$ cat src/rtl/tcp_rx_hdr_strip.sv
// rtl/tcp_rx_hdr_strip.sv - TCP receive header parser and payload realigner
// Optional statistics counters: define TCP_RX_HDR_STRIP_STATS_EN
module tcp_rx_hdr_strip (
  input  logic         clk,
  input  logic         rst_n,
  input  logic         tcp_format_val,
  output logic         tcp_format_rdy,
  input  logic [31:0]  tcp_format_src_ip,
  input  logic [31:0]  tcp_format_dst_ip,
  input  logic [15:0]  tcp_format_tcp_len,
  input  logic [511:0] tcp_format_data,
  input  logic         tcp_format_last,
  input  logic [5:0]   tcp_format_padbytes,
  output logic         hdr_val,
  input  logic         hdr_rdy,
  output logic [31:0]  hdr_src_ip,
  output logic [31:0]  hdr_dst_ip,
  output logic [15:0]  hdr_src_port,
  output logic [15:0]  hdr_dst_port,
  output logic [31:0]  hdr_seq_num,
  output logic [31:0]  hdr_ack_num,
  output logic [7:0]   hdr_flags,
  output logic [15:0]  hdr_win,
  output logic [15:0]  hdr_payload_len,
  output logic         payload_val,
  input  logic         payload_rdy,
  output logic [511:0] payload_data,
  output logic         payload_last,
  output logic [5:0]   payload_padbytes,
  output logic [31:0]  stat_pkt_cnt,
  output logic [15:0]  stat_drop_cnt
);

  typedef enum logic [2:0] {
    S_HDR,
    S_PAYLOAD,
    S_DRAIN,
    S_DROP,
    S_WAIT_HDR
  } state_t;

  state_t r_state;
  state_t w_state_nxt;

  logic [511:0] r_carry;
  logic [15:0]  r_rem;
  logic [5:0]   r_hdr_bytes;
  logic         r_in_done;
  logic         r_hdr_val;
  logic [31:0]  r_src_ip;
  logic [31:0]  r_dst_ip;
  logic [15:0]  r_src_port;
  logic [15:0]  r_dst_port;
  logic [31:0]  r_seq;
  logic [31:0]  r_ack;
  logic [7:0]   r_flags;
  logic [15:0]  r_win;
  logic [15:0]  r_plen;

  logic [3:0]    w_doff;
  logic [5:0]    w_hbytes;
  logic          w_bad;
  logic [15:0]   w_plen;
  logic [15:0]   w_room_in;
  logic [15:0]   w_room;
  logic          w_hdr_accept;
  logic          w_hdr_fire;
  logic          w_hdr_pend;
  logic          w_pay_fire;
  logic          w_beat_last;
  logic [15:0]   w_rem_sub;
  logic          w_rdy;
  logic          w_pay_val;
  logic          w_use_in;
  logic [1023:0] w_cat;
  logic [1023:0] w_shift;
  logic          w_unused;

  // Header is at most 60 bytes, so it always sits entirely inside the first flit
  assign w_doff    = tcp_format_data[415:412];
  assign w_hbytes  = {w_doff, 2'b00};
  assign w_bad     = (w_doff < 4'd5) || ({10'd0, w_hbytes} > tcp_format_tcp_len);
  assign w_plen    = tcp_format_tcp_len - {10'd0, w_hbytes};
  assign w_room_in = 16'd64 - {10'd0, w_hbytes};
  assign w_room    = 16'd64 - {10'd0, r_hdr_bytes};

  assign w_hdr_accept = (r_state == S_HDR) && tcp_format_val;
  assign w_hdr_fire   = r_hdr_val && hdr_rdy;
  assign w_hdr_pend   = r_hdr_val && !hdr_rdy;
  assign w_pay_fire   = w_pay_val && payload_rdy;
  assign w_beat_last  = (r_rem <= 16'd64);
  assign w_rem_sub    = r_rem - 16'd64;

  always_comb begin
    w_state_nxt = r_state;
    w_rdy       = 1'b0;
    w_pay_val   = 1'b0;
    w_use_in    = 1'b0;
    case (r_state)
      S_HDR: begin
        w_rdy = 1'b1;
        if (tcp_format_val) begin
          if (w_bad)
            w_state_nxt = tcp_format_last ? S_HDR : S_DROP;
          else if (w_plen == 16'd0)
            w_state_nxt = tcp_format_last ? S_WAIT_HDR : S_DROP;
          else if (tcp_format_last || (w_plen <= w_room_in))
            w_state_nxt = S_DRAIN;
          else
            w_state_nxt = S_PAYLOAD;
        end
      end
      S_PAYLOAD: begin
        w_rdy     = payload_rdy;
        w_pay_val = tcp_format_val;
        w_use_in  = 1'b1;
        if (tcp_format_val && payload_rdy) begin
          if (w_beat_last)
            w_state_nxt = tcp_format_last ? (w_hdr_pend ? S_WAIT_HDR : S_HDR) : S_DROP;
          else if (tcp_format_last || (w_rem_sub <= w_room))
            w_state_nxt = S_DRAIN;
        end
      end
      S_DRAIN: begin
        w_pay_val = 1'b1;
        if (payload_rdy && w_beat_last)
          w_state_nxt = r_in_done ? (w_hdr_pend ? S_WAIT_HDR : S_HDR) : S_DROP;
      end
      S_DROP: begin
        w_rdy = 1'b1;
        if (tcp_format_val && tcp_format_last)
          w_state_nxt = w_hdr_pend ? S_WAIT_HDR : S_HDR;
      end
      S_WAIT_HDR: begin
        if (!w_hdr_pend)
          w_state_nxt = S_HDR;
      end
      default: w_state_nxt = S_HDR;
    endcase
  end

  always_ff @(posedge clk or negedge rst_n) begin
    if (!rst_n) begin
      r_state     <= S_HDR;
      r_carry     <= '0;
      r_rem       <= '0;
      r_hdr_bytes <= '0;
      r_in_done   <= 1'b0;
      r_hdr_val   <= 1'b0;
    end else begin
      r_state <= w_state_nxt;
      if (w_hdr_fire)
        r_hdr_val <= 1'b0;
      case (r_state)
        S_HDR: begin
          if (tcp_format_val && !w_bad) begin
            r_hdr_val   <= 1'b1;
            r_carry     <= tcp_format_data;
            r_rem       <= w_plen;
            r_hdr_bytes <= w_hbytes;
            r_in_done   <= tcp_format_last;
          end
        end
        S_PAYLOAD: begin
          if (w_pay_fire) begin
            r_carry   <= tcp_format_data;
            r_rem     <= w_beat_last ? 16'd0 : w_rem_sub;
            r_in_done <= tcp_format_last;
          end
        end
        S_DRAIN: begin
          // Only a truncated segment reaches a second drain beat; it is zero-filled
          if (w_pay_fire) begin
            r_carry <= '0;
            r_rem   <= w_beat_last ? 16'd0 : w_rem_sub;
          end
        end
        default: ;
      endcase
    end
  end

  always_ff @(posedge clk or negedge rst_n) begin
    if (!rst_n) begin
      r_src_ip   <= '0;
      r_dst_ip   <= '0;
      r_src_port <= '0;
      r_dst_port <= '0;
      r_seq      <= '0;
      r_ack      <= '0;
      r_flags    <= '0;
      r_win      <= '0;
      r_plen     <= '0;
    end else if (w_hdr_accept && !w_bad) begin
      r_src_ip   <= tcp_format_src_ip;
      r_dst_ip   <= tcp_format_dst_ip;
      r_src_port <= tcp_format_data[511:496];
      r_dst_port <= tcp_format_data[495:480];
      r_seq      <= tcp_format_data[479:448];
      r_ack      <= tcp_format_data[447:416];
      r_flags    <= tcp_format_data[407:400];
      r_win      <= tcp_format_data[399:384];
      r_plen     <= w_plen;
    end
  end

  // Output beat n = carry bytes [H..63] followed by current flit bytes [0..H-1]
  assign w_cat   = {r_carry, (w_use_in ? tcp_format_data : 512'd0)};
  assign w_shift = w_cat << {r_hdr_bytes, 3'b000};

  assign tcp_format_rdy   = w_rdy & rst_n;
  assign payload_val      = w_pay_val;
  assign payload_data     = w_shift[1023:512];
  assign payload_last     = w_pay_val && w_beat_last;
  assign payload_padbytes = (w_pay_val && w_beat_last) ? (6'd0 - r_rem[5:0]) : 6'd0;

  assign hdr_val         = r_hdr_val;
  assign hdr_src_ip      = r_src_ip;
  assign hdr_dst_ip      = r_dst_ip;
  assign hdr_src_port    = r_src_port;
  assign hdr_dst_port    = r_dst_port;
  assign hdr_seq_num     = r_seq;
  assign hdr_ack_num     = r_ack;
  assign hdr_flags       = r_flags;
  assign hdr_win         = r_win;
  assign hdr_payload_len = r_plen;

  assign w_unused = ^{tcp_format_padbytes, w_shift[511:0]};

`ifdef TCP_RX_HDR_STRIP_STATS_EN
  logic [31:0] r_pkt_cnt;
  logic [15:0] r_drop_cnt;

  always_ff @(posedge clk or negedge rst_n) begin
    if (!rst_n) begin
      r_pkt_cnt  <= '0;
      r_drop_cnt <= '0;
    end else if (w_hdr_accept) begin
      if (!w_bad)
        r_pkt_cnt <= r_pkt_cnt + 32'd1;
      else if (r_drop_cnt != 16'hFFFF)
        r_drop_cnt <= r_drop_cnt + 16'd1;
    end
  end

  assign stat_pkt_cnt  = r_pkt_cnt;
  assign stat_drop_cnt = r_drop_cnt;
`else
  assign stat_pkt_cnt  = 32'd0;
  assign stat_drop_cnt = 16'd0;
`endif

endmodule
$ cat config.mk
export PLATFORM = sky130hd
export DESIGN_NAME = tcp_rx_hdr_strip
export DESIGN_NICKNAME = d
export VERILOG_FILES = /design/src/rtl/tcp_rx_hdr_strip.sv
export SDC_FILE = /design/constraint.sdc
export NUM_CORES = 2
export LEC_CHECK = 0
export BUFFER_PORTS_ARGS = -buffer_cell sky130_fd_sc_hd__buf_4
export CAP_MARGIN = 40
export CORE_AREA = 4 4 529 531
export DETAILED_ROUTE_END_ITERATION = 6
export DIE_AREA = 0 0 533 535
export PLACE_DENSITY = 0.45
export REMOVE_ABC_BUFFERS = 1
export SETUP_SLACK_MARGIN = 0.3
export SYNTH_ARGS = -nofsm -noshare
export SYNTH_HDL_FRONTEND = slang
export SYNTH_SLANG_ARGS = --single-unit
$ cat constraint.sdc
create_clock -name clk -period 10.2 [get_ports clk]
set_clock_uncertainty 0.1 [all_clocks]
set_input_delay 0.51 -clock clk [delete_from_list [all_inputs] [get_ports clk]]
set_output_delay 0.51 -clock clk [all_outputs]
set_load 0.01 [all_outputs]
* Yosys cells after proc, flatten, opt, wreduce, memory -nomap -nowiden
Index checks and enable logic that the tools add are counted.
** Operators by class
- Add/subtract/negate cells :: 5
- Order comparisons :: 5
- Equal/unequal tests :: 14
- Shifts and indexed selects :: 1
- Multiplexer cells :: 35
- Bitwise logic cells :: 1
- Reductions and logical operators :: 27
** Operators with widths (count)
- $mux W512 :: 4
- $pmux W512 S3 :: 1
- $shl A1024 B9 Y1024 :: 1
- $mux W16 :: 3
- $mux W3 :: 13
- $le A16 B16 Y1 :: 2
- $pmux W16 S2 :: 1
- $gt A6 B16 Y1 :: 1
- $le A16 B7 Y1 const B :: 1
- $logic_not A16 Y1 :: 1
- $sub A16 B6 Y16 :: 1
- $sub A16 B7 Y16 const B :: 1
- $sub A7 B6 Y8 const A :: 2
- $pmux W3 S5 :: 1
- $ne A2 B2 Y1 const B :: 7
- $logic_and A1 B1 Y1 :: 10
- $eq A3 B2 Y1 const B :: 2
- $mux W1 :: 6
- $mux W6 :: 1
- $pmux W1 S2 :: 3
- $reduce_and A3 Y1 :: 2
- $reduce_and A6 Y1 :: 1
- $sub A1 B6 Y6 const A :: 1
- $lt A4 B3 Y1 const B :: 1
- other kinds (14) :: 21
** Storage, ports and cells
- Register bits after elaboration :: 737
- Input port bits :: 604
- Output and inout port bits :: 770

* Longest topological paths before layout
- Word-level depth :: 8
- Mapped depth :: 15
- Depth with buffers taken out :: 14

* Worst setup path before layout
OpenSTA, ideal clock, no wires.
- Path type :: register -> register
- Start :: register r_hdr_bytes[2]
- End :: register r_state[1]
- Library setup time :: 128 ps
- Arrival time :: 3156 ps
- Data required time :: 9972 ps
- Path slack :: 6816 ps
- Stages on the path, launching flop included :: 16
- Buffers on the path :: 5
- Clock period less this slack :: 3384 ps
- Path through :: dfrtp_1 buf_2 clkbuf_1 clkbuf_1 buf_2 buf_1 nor3_1 xnor2_1 ha_1 a21o_1 a21oi_1 a21oi_1 o2111ai_1 nand3_1 mux2i_1 o41ai_1
** Between the ends
- Word-level cells in the longest chain between the ends :: 5
** Ends and longest elaborated chain
- from (decl) :: RTL line 47 : logic [5:0] r_hdr_bytes;
- from (signal assigned) :: RTL line 160 : r_hdr_bytes <= w_hbytes;
- $sub A7 B6 Y8 :: RTL line 85 : assign w_room = 16'd64 - {10'd0, r_hdr_bytes};
- $le A16 B16 Y1 :: RTL line 120 : else if (tcp_format_last || (w_rem_sub <= w_room))
- $logic_or A1 B1 Y1 :: RTL line 120
- $ne A3 B3 Y1 (no source line)
- $reduce_and A6 Y1 (no source line)
- to (signal assigned) :: RTL line 151 : r_state <= w_state_nxt;
- to (decl) :: RTL line 42 : state_t r_state;
No other way between the ends.
A chain may end at the register's enable or synchronous reset.

* Final worst setup path
- Start :: register r_hdr_bytes[5]
- End :: output port payload_data[289]
** Between the ends
- Word-level cells in the longest chain between the ends :: 1
** Ends and longest elaborated chain
- $shl A1024 B9 Y1024 :: RTL line 209 : assign w_shift = w_cat << {r_hdr_bytes, 3'b000};
- to (decl) :: RTL line 27 : output logic [511:0] payload_data,
No other way between the ends.

==> run metrics <==
status completed; top-count cell post-synth nand2_1; Synth area leaders dfrtp_1 (29%), nand2_1 (14%), mux2i_1 (11%), mux4_2 (6.5%), mux2_2 (5.2%); Setup crit end kind output pin; Commonest cells post-synth nand2_1 (2,341), dfrtp_1 (737), mux2i_1 (709), a21oi_1 (639), nor2_1 (616); hold_ws 0.113 ns; Fillers just under 30k; Tot GR Track Use 21.9%; Tmin final 5.93 ns; Syn Inst Count 8,342; Seq/Total Area, Yosys 29.0%; Top-Level Pins 1,374; area delta synth->final 34.6%; layout cells sized above 1 between 20 and 25%; Final Cell Area 85,500 um2; Die X ~530 um; non-filler cells, final approximately 14k; mean post-synth cell area 7.62 um2; CP Launch Type register; metal2 WL between 150,000 and 200,000 um; unrepaired setup endpoints after global routing no; Resized cells post-CTS 0; grt total ovfl 0; DP Area 75,700 um2; drt via density 5.15; predominant post-synthesis flop cell dfrtp_1; Power Total ~35 mW; max_cap viols 0; fmax approximately 170 MHz; clk root buf clkbuf_16; Pins Over Slew Limit 0; setup violators final 0; critical path required time 9.59 ns; WL final 329,000 um; hold buffers post-CTS between 500 and 600; worst slew pin tran 1.15 ns; CP max FO 65; Antenna Nets Post-Route 0; initial antenna violation count 72; count of cell types in the netlist 62; share of the synthesized area in the top cell type 29.0%; first-pass GRT wire length 479,000 um; Final Hold Viols 0; Synth area leader dfrtp_1; M1 wire length around 140,000 um; Starting DRT DRC Count 5,766; Syn Std Cell Area 63,500 um2; pre-CTS setup slack 5.25 ns; final worst slack 4.27 ns; critical path class register to output pin; Max IR drop VDD about 0.25 mV; clock sink count around 740; DR WL met3 25,900 um; Multi-input gate area 41,200 um2; Vias 69.6k; DRC viols 0; setup tns final 0 ns; CTS Buffer Depth 4; top sig layer met5; Util after Layout 31.0%; CTS tree built; Clk pin slew, worst setup/hold paths 0.06 ns; die footprint 285,000 um2; TritonCTS buffer count 111; Core ar. 276,000 um2; dpl cells 12.7k; YS warnings 0; post-DR wirelength/cell ~24 um; Seq cells post-synth between 700 and 800; Post-synth EDFFs 0; Worst EP arrival 5.32 ns; Slew HR 23.2%; Post-CTS Repair Setup Buffers 0; Die H 535 um; Port Buf Inserts 1,319; HP Class input port to asynchronous set/reset pin; initial core utilization 23.1%; Static Leak 39.8 nW; Post-DP HPWL 240,000 um; CTS H-tree lvls 3; drt pass-1 iters 7; number of global-route vias before repair between 60k and 70k; Worst-Skew Late Latency 0.84 ns; GP Congestion 0.920; pwr dens 404 nW/um2; fin crit share 58.1%; Register Area 18,500 um2; largest net degree at the start of global routing 175; Final nets 10.3k; share of synthesized registers carrying an async set or reset 100%; FP Rows 193
==> layout make-up <==
type | count | area share [%]
clock buffer | 152 | 3.76
timing repair buffer | 2026 | 20.1
antenna | 37 | 0.108
tap | 3705 | 5.42
clock inverter | 45 | 0.680
multi-input combinational | 6790 | 48.2
sequential | 737 | 21.6
inverter | 24 | 0.132
==> power breakdown <==
| part | leakage, nW | total, mW | switching, mW | internal (mW) |
|---|---|---|---|---|
| logic | 28.6 | 24.9 | 15.1 | 9.84 |
| registers | 9.30 | 5.49 | 1.23 | 4.25 |
| clock network | 1.87 | 4.11 | 1.62 | 2.49 |
==> flip-flops by register name (all words and copies together), names as in the netlist <==
name             cells
hdr_dst_port        16
hdr_src_port        16
hdr_ack_num         32
hdr_seq_num         32
hdr_src_ip          32
r_hdr_bytes          4
r_carry            512
hdr_flags            8
r_in_done            1
hdr_win             16
hdr_payload_len     16
hdr_dst_ip          32
r_state              3
hdr_val              1
r_rem               16
==> cells in the final DEF (no fill, tap or decap), drive strengths merged, types with 80 or more instances in the layout <==
cell type    Yosys  routed
a211oi         248     248
a21oi          639     639
a31oi          122     122
and2           123     123
buf            375    1433
clkbuf         463     152
dfrtp          737     737
dlygate4sd3      0     593
mux2           292     292
mux2i          709     709
mux4           184     184
nand2         2341    2341
nand3          521     521
nor2           616     616
nor2b          129     129
nor3            80      80
o21ai          271     271
o22ai          192     192
==> cell families (layout without fill, tap and decap cells) <==
family	after synthesis	count (layout)	share of synthesized area, %
simple gates	3849	3849	25.1
fa+ha+maj	20	20	0.406
buf+inv	862	2247	6.48
compound gates	1667	1667	15.8
mux	1185	1185	22.9
xor+xnor	21	21	0.289
other cells	1	85	0.00590
flops	737	737	29.0
==> per-layer routing <==
metal  vias up  GRT usage, %
li1      31866             -
met1     34195          28.4
met2      2980          35.7
met3       529          4.99
met4        44          7.50
met5         -             0
==> critical path: stages (launching register included) <==
cell,delay [ns]
dfrtp_4,0.85
buf_4,0.43
buf_16,0.30
buf_4,0.63
buf_4,0.68
buf_4,0.62
a211oi_1,0.13
a21oi_1,0.37
buf_4,0.20
==> worst paths after layout <==
kind	startpoint	end	depth (start not counted)	slack, ns
max	r_hdr_bytes[5]$_DFFE_PN0P_	payload_data[289]	8	4.27
min	rst_n	r_carry[274]$_DFFE_PN0P_	2	0.11
max reg2reg	r_hdr_bytes[2]$_DFFE_PN0P_	r_state[1]$_DFFE_PN0P_	12	5.97
min reg2reg	r_carry[511]$_DFFE_PN0P_	r_carry[511]$_DFFE_PN0P_	2	0.36
max in group asynchronous	rst_n	r_carry[12]$_DFFE_PN0P_	5	7.55
min in group clk	tcp_format_tcp_len[2]	r_rem[2]$_DFFE_PN0P_	4	0.16
(Power assumes the default switching activity.)
